===== config.mk =====
export PLATFORM = sky130hd
export DESIGN_NAME = mdu_iter
export DESIGN_NICKNAME = d
export VERILOG_FILES = /design/src/rtl/mdu_iter.sv
export SDC_FILE = /design/constraint.sdc
export NUM_CORES = 1
export LEC_CHECK = 0
export CORE_MARGIN = 3
export CORE_UTILIZATION = 55
export CTS_BUF_LIST = sky130_fd_sc_hd__clkbuf_4 sky130_fd_sc_hd__clkbuf_8
export DETAILED_ROUTE_END_ITERATION = 6
export DONT_BUFFER_PORTS = 1
export GPL_TIMING_DRIVEN = 0
export PLACE_DENSITY = 0.7
export SYNTH_ARGS = -nofsm -noshare
export SYNTH_HDL_FRONTEND = slang
export SYNTH_SLANG_ARGS = --single-unit

===== constraint.sdc =====
create_clock -name clk -period 7.56 [get_ports clk]
set_input_delay 1.512 -clock clk [delete_from_list [all_inputs] [get_ports clk]]
set_output_delay 1.512 -clock clk [all_outputs]
set_load 0.02 [all_outputs]

===== src/rtl/mdu_iter.sv =====
// mdu_iter: iterative RV32M/RV64M-style multiply/divide unit.
//   Multiplication is shift-add and division is restoring. Both run one step per cycle
//   on operand magnitudes, and the result is negated by sign at the output.
//   Divide-by-zero and signed overflow bypass the iteration and complete at the accept edge.
//
// Build option: define MDU_ITER_DIV_EN to compile in the divider datapath.
//   Without it, ops 4-7 finish at the accept edge with an all-ones result.
//
// Ports:
//   clk, rst_n           clock, asynchronous active-low reset
//   in_valid / in_ready  request handshake; in_ready is high only in IDLE
//   op                   0 MUL 1 MULH 2 MULHSU 3 MULHU 4 DIV 5 DIVU 6 REM 7 REMU
//   a, b                 rs1 (dividend) and rs2 (divisor), sampled only at accept
//   flush                synchronous abort, returns to IDLE and drops any result
//   out_valid/out_ready  result handshake; result is held until taken
//   result               operation result, forced to 0 while out_valid is low
module mdu_iter #(
  parameter int unsigned WIDTH = 32,
  parameter int unsigned CNT_W = $clog2(WIDTH) + 1
) (
  input  logic             clk,
  input  logic             rst_n,
  input  logic             in_valid,
  output logic             in_ready,
  input  logic [2:0]       op,
  input  logic [WIDTH-1:0] a,
  input  logic [WIDTH-1:0] b,
  input  logic             flush,
  output logic             out_valid,
  input  logic             out_ready,
  output logic [WIDTH-1:0] result
);

  localparam logic [2:0] OpMul    = 3'd0;
  localparam logic [2:0] OpMulh   = 3'd1;
  localparam logic [2:0] OpMulhsu = 3'd2;
  localparam logic [2:0] OpDiv    = 3'd4;
  localparam logic [2:0] OpRem    = 3'd6;

  localparam logic [WIDTH-1:0] AllOnes = '1;
  localparam logic [WIDTH-1:0] MinVal  = {1'b1, {(WIDTH-1){1'b0}}};

  typedef enum logic [1:0] {StIdle, StBusy, StDone} state_e;

  state_e state_q, state_d;

  logic [2:0]       op_q;
  logic [CNT_W-1:0] cnt_q;
  logic [WIDTH-1:0] opnd_q;  // multiplicand or divisor magnitude
  logic [WIDTH-1:0] hi_q;    // product high half / partial remainder
  logic [WIDTH-1:0] lo_q;    // multiplier -> product low half / dividend -> quotient
  logic             neg_q;   // negate the selected result

  logic             accept;
  logic             fast;    // complete at the accept edge without iterating
  logic             sign_a, sign_b, neg_d;
  logic [WIDTH-1:0] mag_a, mag_b;

  logic [WIDTH:0]     mul_sum;
  logic [2*WIDTH-1:0] mul_next;

  assign accept = in_valid & in_ready & ~flush;

  // Operand signs: only the signed operands of each op contribute.
  always_comb begin
    sign_a = 1'b0;
    sign_b = 1'b0;
    case (op)
      OpMul, OpMulh, OpDiv, OpRem: begin
        sign_a = a[WIDTH-1];
        sign_b = b[WIDTH-1];
      end
      OpMulhsu: sign_a = a[WIDTH-1];
      default: ;
    endcase
  end

  assign mag_a = sign_a ? -a : a;
  assign mag_b = sign_b ? -b : b;
  // Remainder follows the dividend; products and quotients follow a^b.
  assign neg_d = (op == OpRem) ? sign_a : (sign_a ^ sign_b);

`ifdef MDU_ITER_DIV_EN
  logic               div_zero, div_ovf;
  logic [WIDTH:0]     div_shift, div_diff;
  logic [2*WIDTH-1:0] div_next;

  assign div_zero = op[2] & (b == '0);
  assign div_ovf  = ((op == OpDiv) | (op == OpRem)) & (a == MinVal) & (b == AllOnes);
  assign fast     = div_zero | div_ovf;

  // Restoring step: shift the next dividend bit into the remainder, keep the
  // difference only when it does not borrow.
  assign div_shift = {hi_q, lo_q[WIDTH-1]};
  assign div_diff  = div_shift - {1'b0, opnd_q};
  assign div_next  = div_diff[WIDTH] ? {div_shift[WIDTH-1:0], lo_q[WIDTH-2:0], 1'b0}
                                     : {div_diff[WIDTH-1:0], lo_q[WIDTH-2:0], 1'b1};
`else
  assign fast = op[2];
`endif

  // Shift-add step: conditionally add the multiplicand into the high half,
  // then shift the whole {carry, hi, lo} right by one.
  assign mul_sum  = {1'b0, hi_q} + (lo_q[0] ? {1'b0, opnd_q} : {(WIDTH+1){1'b0}});
  assign mul_next = {mul_sum, lo_q[WIDTH-1:1]};

  // Datapath registers
  always_ff @(posedge clk or negedge rst_n) begin
    if (!rst_n) begin
      op_q   <= '0;
      cnt_q  <= '0;
      opnd_q <= '0;
      hi_q   <= '0;
      lo_q   <= '0;
      neg_q  <= 1'b0;
    end else if (accept) begin
      op_q   <= op;
      cnt_q  <= CNT_W'(WIDTH);
      opnd_q <= mag_b;
      hi_q   <= '0;
      lo_q   <= mag_a;
      neg_q  <= neg_d;
`ifdef MDU_ITER_DIV_EN
      if (div_zero) begin
        hi_q  <= a;
        lo_q  <= AllOnes;
        neg_q <= 1'b0;
      end else if (div_ovf) begin
        hi_q  <= '0;
        lo_q  <= MinVal;
        neg_q <= 1'b0;
      end
`else
      if (op[2]) begin
        hi_q  <= AllOnes;
        lo_q  <= AllOnes;
        neg_q <= 1'b0;
      end
`endif
    end else if (state_q == StBusy) begin
      cnt_q <= cnt_q - CNT_W'(1);
`ifdef MDU_ITER_DIV_EN
      if (op_q[2]) begin
        {hi_q, lo_q} <= div_next;
      end else begin
        {hi_q, lo_q} <= mul_next;
      end
`else
      {hi_q, lo_q} <= mul_next;
`endif
    end
  end

  // FSM state register
  always_ff @(posedge clk or negedge rst_n) begin
    if (!rst_n) begin
      state_q <= StIdle;
    end else begin
      state_q <= state_d;
    end
  end

  // FSM next state
  always_comb begin
    state_d = state_q;
    if (flush) begin
      state_d = StIdle;
    end else begin
      unique case (state_q)
        StIdle: if (accept) state_d = fast ? StDone : StBusy;
        StBusy: if (cnt_q == CNT_W'(1)) state_d = StDone;
        StDone: if (out_ready) state_d = StIdle;
        default: state_d = StIdle;
      endcase
    end
  end

  // FSM outputs and result selection
  logic [2*WIDTH-1:0] prod_full;
  logic [WIDTH-1:0]   div_sel;

  always_comb begin
    in_ready  = (state_q == StIdle);
    out_valid = (state_q == StDone);
    prod_full = neg_q ? -{hi_q, lo_q} : {hi_q, lo_q};
    div_sel   = op_q[1] ? hi_q : lo_q;
    result    = '0;
    if (out_valid) begin
      if (op_q[2]) begin
        result = neg_q ? -div_sel : div_sel;
      end else if (op_q == OpMul) begin
        result = prod_full[WIDTH-1:0];
      end else begin
        result = prod_full[2*WIDTH-1:WIDTH];
      end
    end
  end

endmodule


After elaboration in Yosys (flattened, before gate mapping)
Index checks and enable logic that the tools add are counted.
{"block": "op_classes", "mux": 27, "n_bitwise": 4, "addsub": 6, "n_reduce_logical": 7, "eq_ne": 10}
{"op": "2-to-1 mux 32 bit", "count": 14}
{"op": "negator 32 bit", "count": 3}
{"op": "2-to-1 mux 64 bit", "count": 1}
{"op": "negator 64 bit", "count": 1}
{"op": "adder 32 x 32 -> 33 bit", "count": 1}
{"op": "2-to-1 mux 6 bit", "count": 2}
{"op": "2-to-1 mux 2 bit", "count": 5}
{"op": "equality test 3 bit (second input constant)", "count": 2}
{"op": "equality test 6 x 1 -> 1 bit (second input constant)", "count": 1}
{"op": "zero test 3 bit", "count": 2}
{"op": "!= test 3 x 2 -> 1 bit (second input constant)", "count": 2}
{"op": "case mux 2 bit (3 select lines)", "count": 1}
{"op": "subtractor 6 x 1 -> 6 bit (second input constant)", "count": 1}
{"op": "OR reduction 5 bit", "count": 1}
{"op": "2-to-1 mux 1 bit", "count": 4}
{"op": "OR reduction 4 bit", "count": 1}
{"op": "equality test 3 x 1 -> 1 bit (second input constant)", "count": 1}
{"op": "equality test 3 x 2 -> 1 bit (second input constant)", "count": 1}
{"op": "!= test 3 x 1 -> 1 bit (second input constant)", "count": 1}
{"op": "AND reduction 3 bit", "count": 1}
{"op": "AND 1 bit", "count": 2}
{"op": "equality test 2 x 1 -> 1 bit (second input constant)", "count": 1}
{"op": "equality test 2 bit (second input constant)", "count": 1}
{"op": "zero test 2 bit", "count": 1}
{"op": "3 further kinds", "count": 3}
{"block": "totals", "input_bits": 72, "regBits": 108}

Logic depth before layout (Yosys ltp)
{"block": "depth", "ltp_word": 6, "mapped_depth": 15, "depth_no_buf": 11}

Worst setup path after synthesis
No wires, ideal clock.
{"block": "synth_timing", "kind": "flip-flop to output port", "from": "register op_q[1]", "to": "output result[24]", "setup_slack_ps": 1849, "t_required_ps": 6048, "path_stages_with_launch": 16, "n_path_buf": 6, "arrival_time_ps": 4199, "path_cell_list": "dfrtp_1 buf_2 buf_2 buf_1 buf_1 buf_1 buf_2 mux2i_1 ha_1 o221ai_1 or4_1 nor4_1 nor2_1 xnor2_1 o221ai_1 a21oi_1"}
{"block": "synth_between", "elab_chain_cells": 5, "elab_cells_between_ends": 7}
{"item": "start: declaration", "line": "47", "rtl": "logic [2:0] op_q;"}
{"item": "start signal: assignment", "line": "117", "rtl": "op_q <= op;"}
{"item": "2-to-1 mux 32 bit", "line": "186", "rtl": "div_sel = op_q[1] ? hi_q : lo_q;"}
{"item": "negator 32 bit", "line": "190", "rtl": "result = neg_q ? -div_sel : div_sel;"}
{"item": "2-to-1 mux 32 bit", "line": "190"}
{"item": "2-to-1 mux 32 bit *", "line": "189", "rtl": "if (op_q[2]) begin"}
{"item": "2-to-1 mux 32 bit *", "line": "188", "rtl": "if (out_valid) begin"}
{"item": "end: declaration", "line": "31", "rtl": "output logic [WIDTH-1:0] result"}
Mark *: on every way between the ends. The rest lies on a longest branch, timed or not.

Worst setup path in the final report
Ends and elaborated chain as after synthesis.

==> summary.txt <==
Run
  • MaxCap Viol Count: 0

Global routing
  • Total grt overflow: 0
  • First-pass GRT wire length: 60.5 mm
  • Antenna violations before repair: 0
  • Largest net degree at the start of global routing: 109
  • GRT Overall Usage: 35.6%
  • Vias in the first global route: 10300

Setup path
  • CP delay by family, top: buffers and inverters
  • Crit path buffers/inverters: 5
  • Worst Path Required: 6.05 ns
  • Crit-path cells: buf_2, buf_2, clkbuf_2, buf_2, buf_2, mux2i_1, ha_1, o221ai_1, or4_1, nor4_1, nor2_1, xnor2_1, o221ai_1, a21oi_1
  • Crit-path most repeated cell: buf_2
  • Setup CP Type: reg -> out
  • Setup crit end kind: output port
  • CP max stage cell: or4_1
  • Critical path's largest stage delay: 0.64 ns
  • Startpoint types: flip-flop
  • Worst Path Arrival: 5.67 ns
  • CP max FO: 19

Pwr
  • PwrDens: 340 nW/um^2
  • Worst VDD drop: 0.000188 V
  • PnR Total Power: 3.91 mW
  • Lkg Pwr: 4.48 nW

Clocking
  • CTS Buf Count: 9
  • Post-CTS Setup Bufs: 0
  • Clock Sinks: 108
  • CTS H-Tree Depth: 3
  • Hold Buf Count CTS: 0
  • CTS max path bufs: 2
  • Clock Latency Late Sink: 0.42 ns
  • Root buf cell: clkbuf_8
  • TritonCTS clock tree: yes
  • Clock transition at path regs: 0.13 ns

Placement
  • RD Place Congestion: 1.01
  • Placed Area: 11300 um^2
  • Place WS: 0.257 ns
  • Port Buf Inserts: 0
  • HPWL after DPL: 30.3 mm
  • Placed cells: 1700

Timing
  • TNS Setup: 0 ns
  • Max Slew Vio Count: 0
  • Min Tclk post-route: 7.18 ns
  • Worst rel slew slack: 22.0%
  • Final Hold Violating Endpoints: 0
  • Period utilization: 95.0%
  • RSZ-0062 raised after global routing: no
  • Clk_skew: 0.0162 ns
  • Endpoints failing setup: 0
  • Worst setup margin: 0.380 ns
  • Measured slew at the worst slew-check pin: 1.17 ns
  • FMAX: 139 MHz

Detailed routing
  • Avg Vias per Cell: 6.62
  • Pre-antenna DRT Iters: 6
  • Final Routed Wirelength: 39.5 mm
  • Wire per inst: 23.1 um
  • DRT iter0 DRCs: 1291
  • DRC Markers: 0
  • Post-DRT Antenna Nets: 0
  • Routed vias: 11300

Synth
  • Compound-Gate Fraction of Synth Area: 28.4%
  • Synth Area in Simple Gates: 19.8%
  • EDFF count, synth: 0
  • Post-synthesis cell type with the largest combined area: dfrtp_1
  • Synth Instances: 1440
  • Register bit count reported by yosys: 108
  • Top post-synthesis cells by area: dfrtp_1 25%, xnor2_1 8.3%, a21oi_1 7.7%
  • Post-Syn Area: 10900 um^2
  • Register area share after synthesis: 24.7%
  • Multiplexer share of the synthesized area: 3.83%
  • Adder-cell share of the synthesized area: 4.54%
  • Syn avg cell area: 7.59 um^2
  • Syn_nets: 1551
  • Post-synthesis xor/xnor area fraction: 13.7%
  • Share of the synthesized area in the top cell type: 24.7%
  • Ys Warns: 0
  • Main combinational cell family by area after synthesis: compound AO/OA/AOI/OAI gates
  • Ys async rst share: 100%
  • Post-synth cell types: 74
  • Ys flop type: dfrtp_1

Die
  • Die Wd: 147 um
  • Die Ht: 147 um
  • IO Pins: 106
  • Initial core utilization: 57.3%
  • Core area: 19100 um^2
  • Total die area: 21600 um^2
  • Rows: 50

Cells and area
  • FILL cells: 1810
  • ANT cells: 0
  • Final Instance Area: 11500 um^2
  • NumNets Final: 1561
  • Syn-to-layout area delta: 5.28%
  • Finished Layout Cells: 1715
  • Layout cells sized above 1: 3.23%

Worst hold path
  • HP Class: reg -> reg

Run status
  • Status: complete, no violations
[registers in the layout, indices dropped and copies added, names as in the netlist]
signal   cells
hi_q        32
opnd_q      32
cnt_q        6
neg_q        1
lo_q        32
op_q         3
state_q      2
[cell families after synthesis]
group	count (synthesis)
compound gates	509
xor+xnor	171
fa+ha+maj	39
buf+inv	141
flops	108
mux	41
simple gates	431
[what timing repair did]
item,in CTS,in global routing
endpoints found under the setup margin,3,6
pin swaps,0,0
resized for setup,3,1
[area by class of cell]
type / instances / area (um^2) / share of cell area [%]
plain buffers: 112 / 443 / 3.85
clock buffers: 9 / 124 / 1.08
clock inverters: 7 / 115 / 1.00
inverters: 28 / 105 / 0.914
multi-input cells: 1191 / 7690 / 66.8
flip-flops and latches: 108 / 2700 / 23.5
well taps: 260 / 325 / 2.83
[tightest hold or removal path, stage by stage (launching register included)]
cell and delay, ns:
dfrtp_1 0.36, nand2_1 0.05, o21ai_0 0.06
[power by group]
group	internal, mW	switching, mW
logic	0.924	1.50
registers	0.784	0.276
clock network	0.168	0.256
[metrics by stage]
step	hold slack [ns]	utilization, %
2_1_floorplan	0.438	-
3_3_place_gp	0.455	59.0
3_5_place_dp	0.465	59.0
4_1_cts	0.495	60.3
5_1_grt	0.509	60.3
6_report	0.491	60.3
[layout by cell type (no fill, tap or decap), types with 8 or more instances in the layout]
cell type,count
a31oi_1,11
nor2b_1,9
o22ai_1,8
nand2b_1,10
a211oi_1,10
nand3_1,22
and2_1,37
xnor2_1,103
and3_1,9
o21ai_0,156
a21o_1,46
nor2_1,84
mux2i_1,35
a21oi_1,169
ha_1,38
xor2_1,68
inv_1,27
dfrtp_1,108
a221oi_1,9
clkbuf_8,9
or4_1,14
or3_1,16
o211ai_1,12
nor4_1,15
clkbuf_1,100
nor3_1,40
nand2_1,133
o31ai_1,31
[synthesized netlist by cell type (27+ instances only)]
library cell	number
o21ai_0	156
nor3_1	40
o31ai_1	31
nor2_1	84
nand2_1	133
dfrtp_1	108
mux2i_1	35
ha_1	38
clkbuf_1	100
a21oi_1	169
xnor2_1	103
a21o_1	46
inv_1	27
xor2_1	68
and2_1	37
[final timing paths]
check / from / endpoint / slack (ns) / cells after the start
setup reg to reg: lo_q[0] / hi_q[30] / 3.33 / 12
max in group asynchronous: rst_n / hi_q[17] / 6.51 / 0
setup / recovery: op_q[1] / result[24] / 0.38 / 14
hold reg to reg: opnd_q[2] / opnd_q[2] / 0.49 / 2
hold / removal: opnd_q[2] / opnd_q[2] / 0.49 / 2
min in group asynchronous: rst_n / lo_q[12] / 0.78 / 0
[metal layers]
metal	GRT usage [%]	part of all wire, %	wire (um)	up-vias
li1	-	-	-	5208
met1	51.2	43	17000	5439
met2	52.8	43	16900	607
met3	9.84	11	4400	93
met4	9.93	3.0	1190	0
met5	0	0	0	-
No activity file was read; power rests on OpenSTA's default activity.
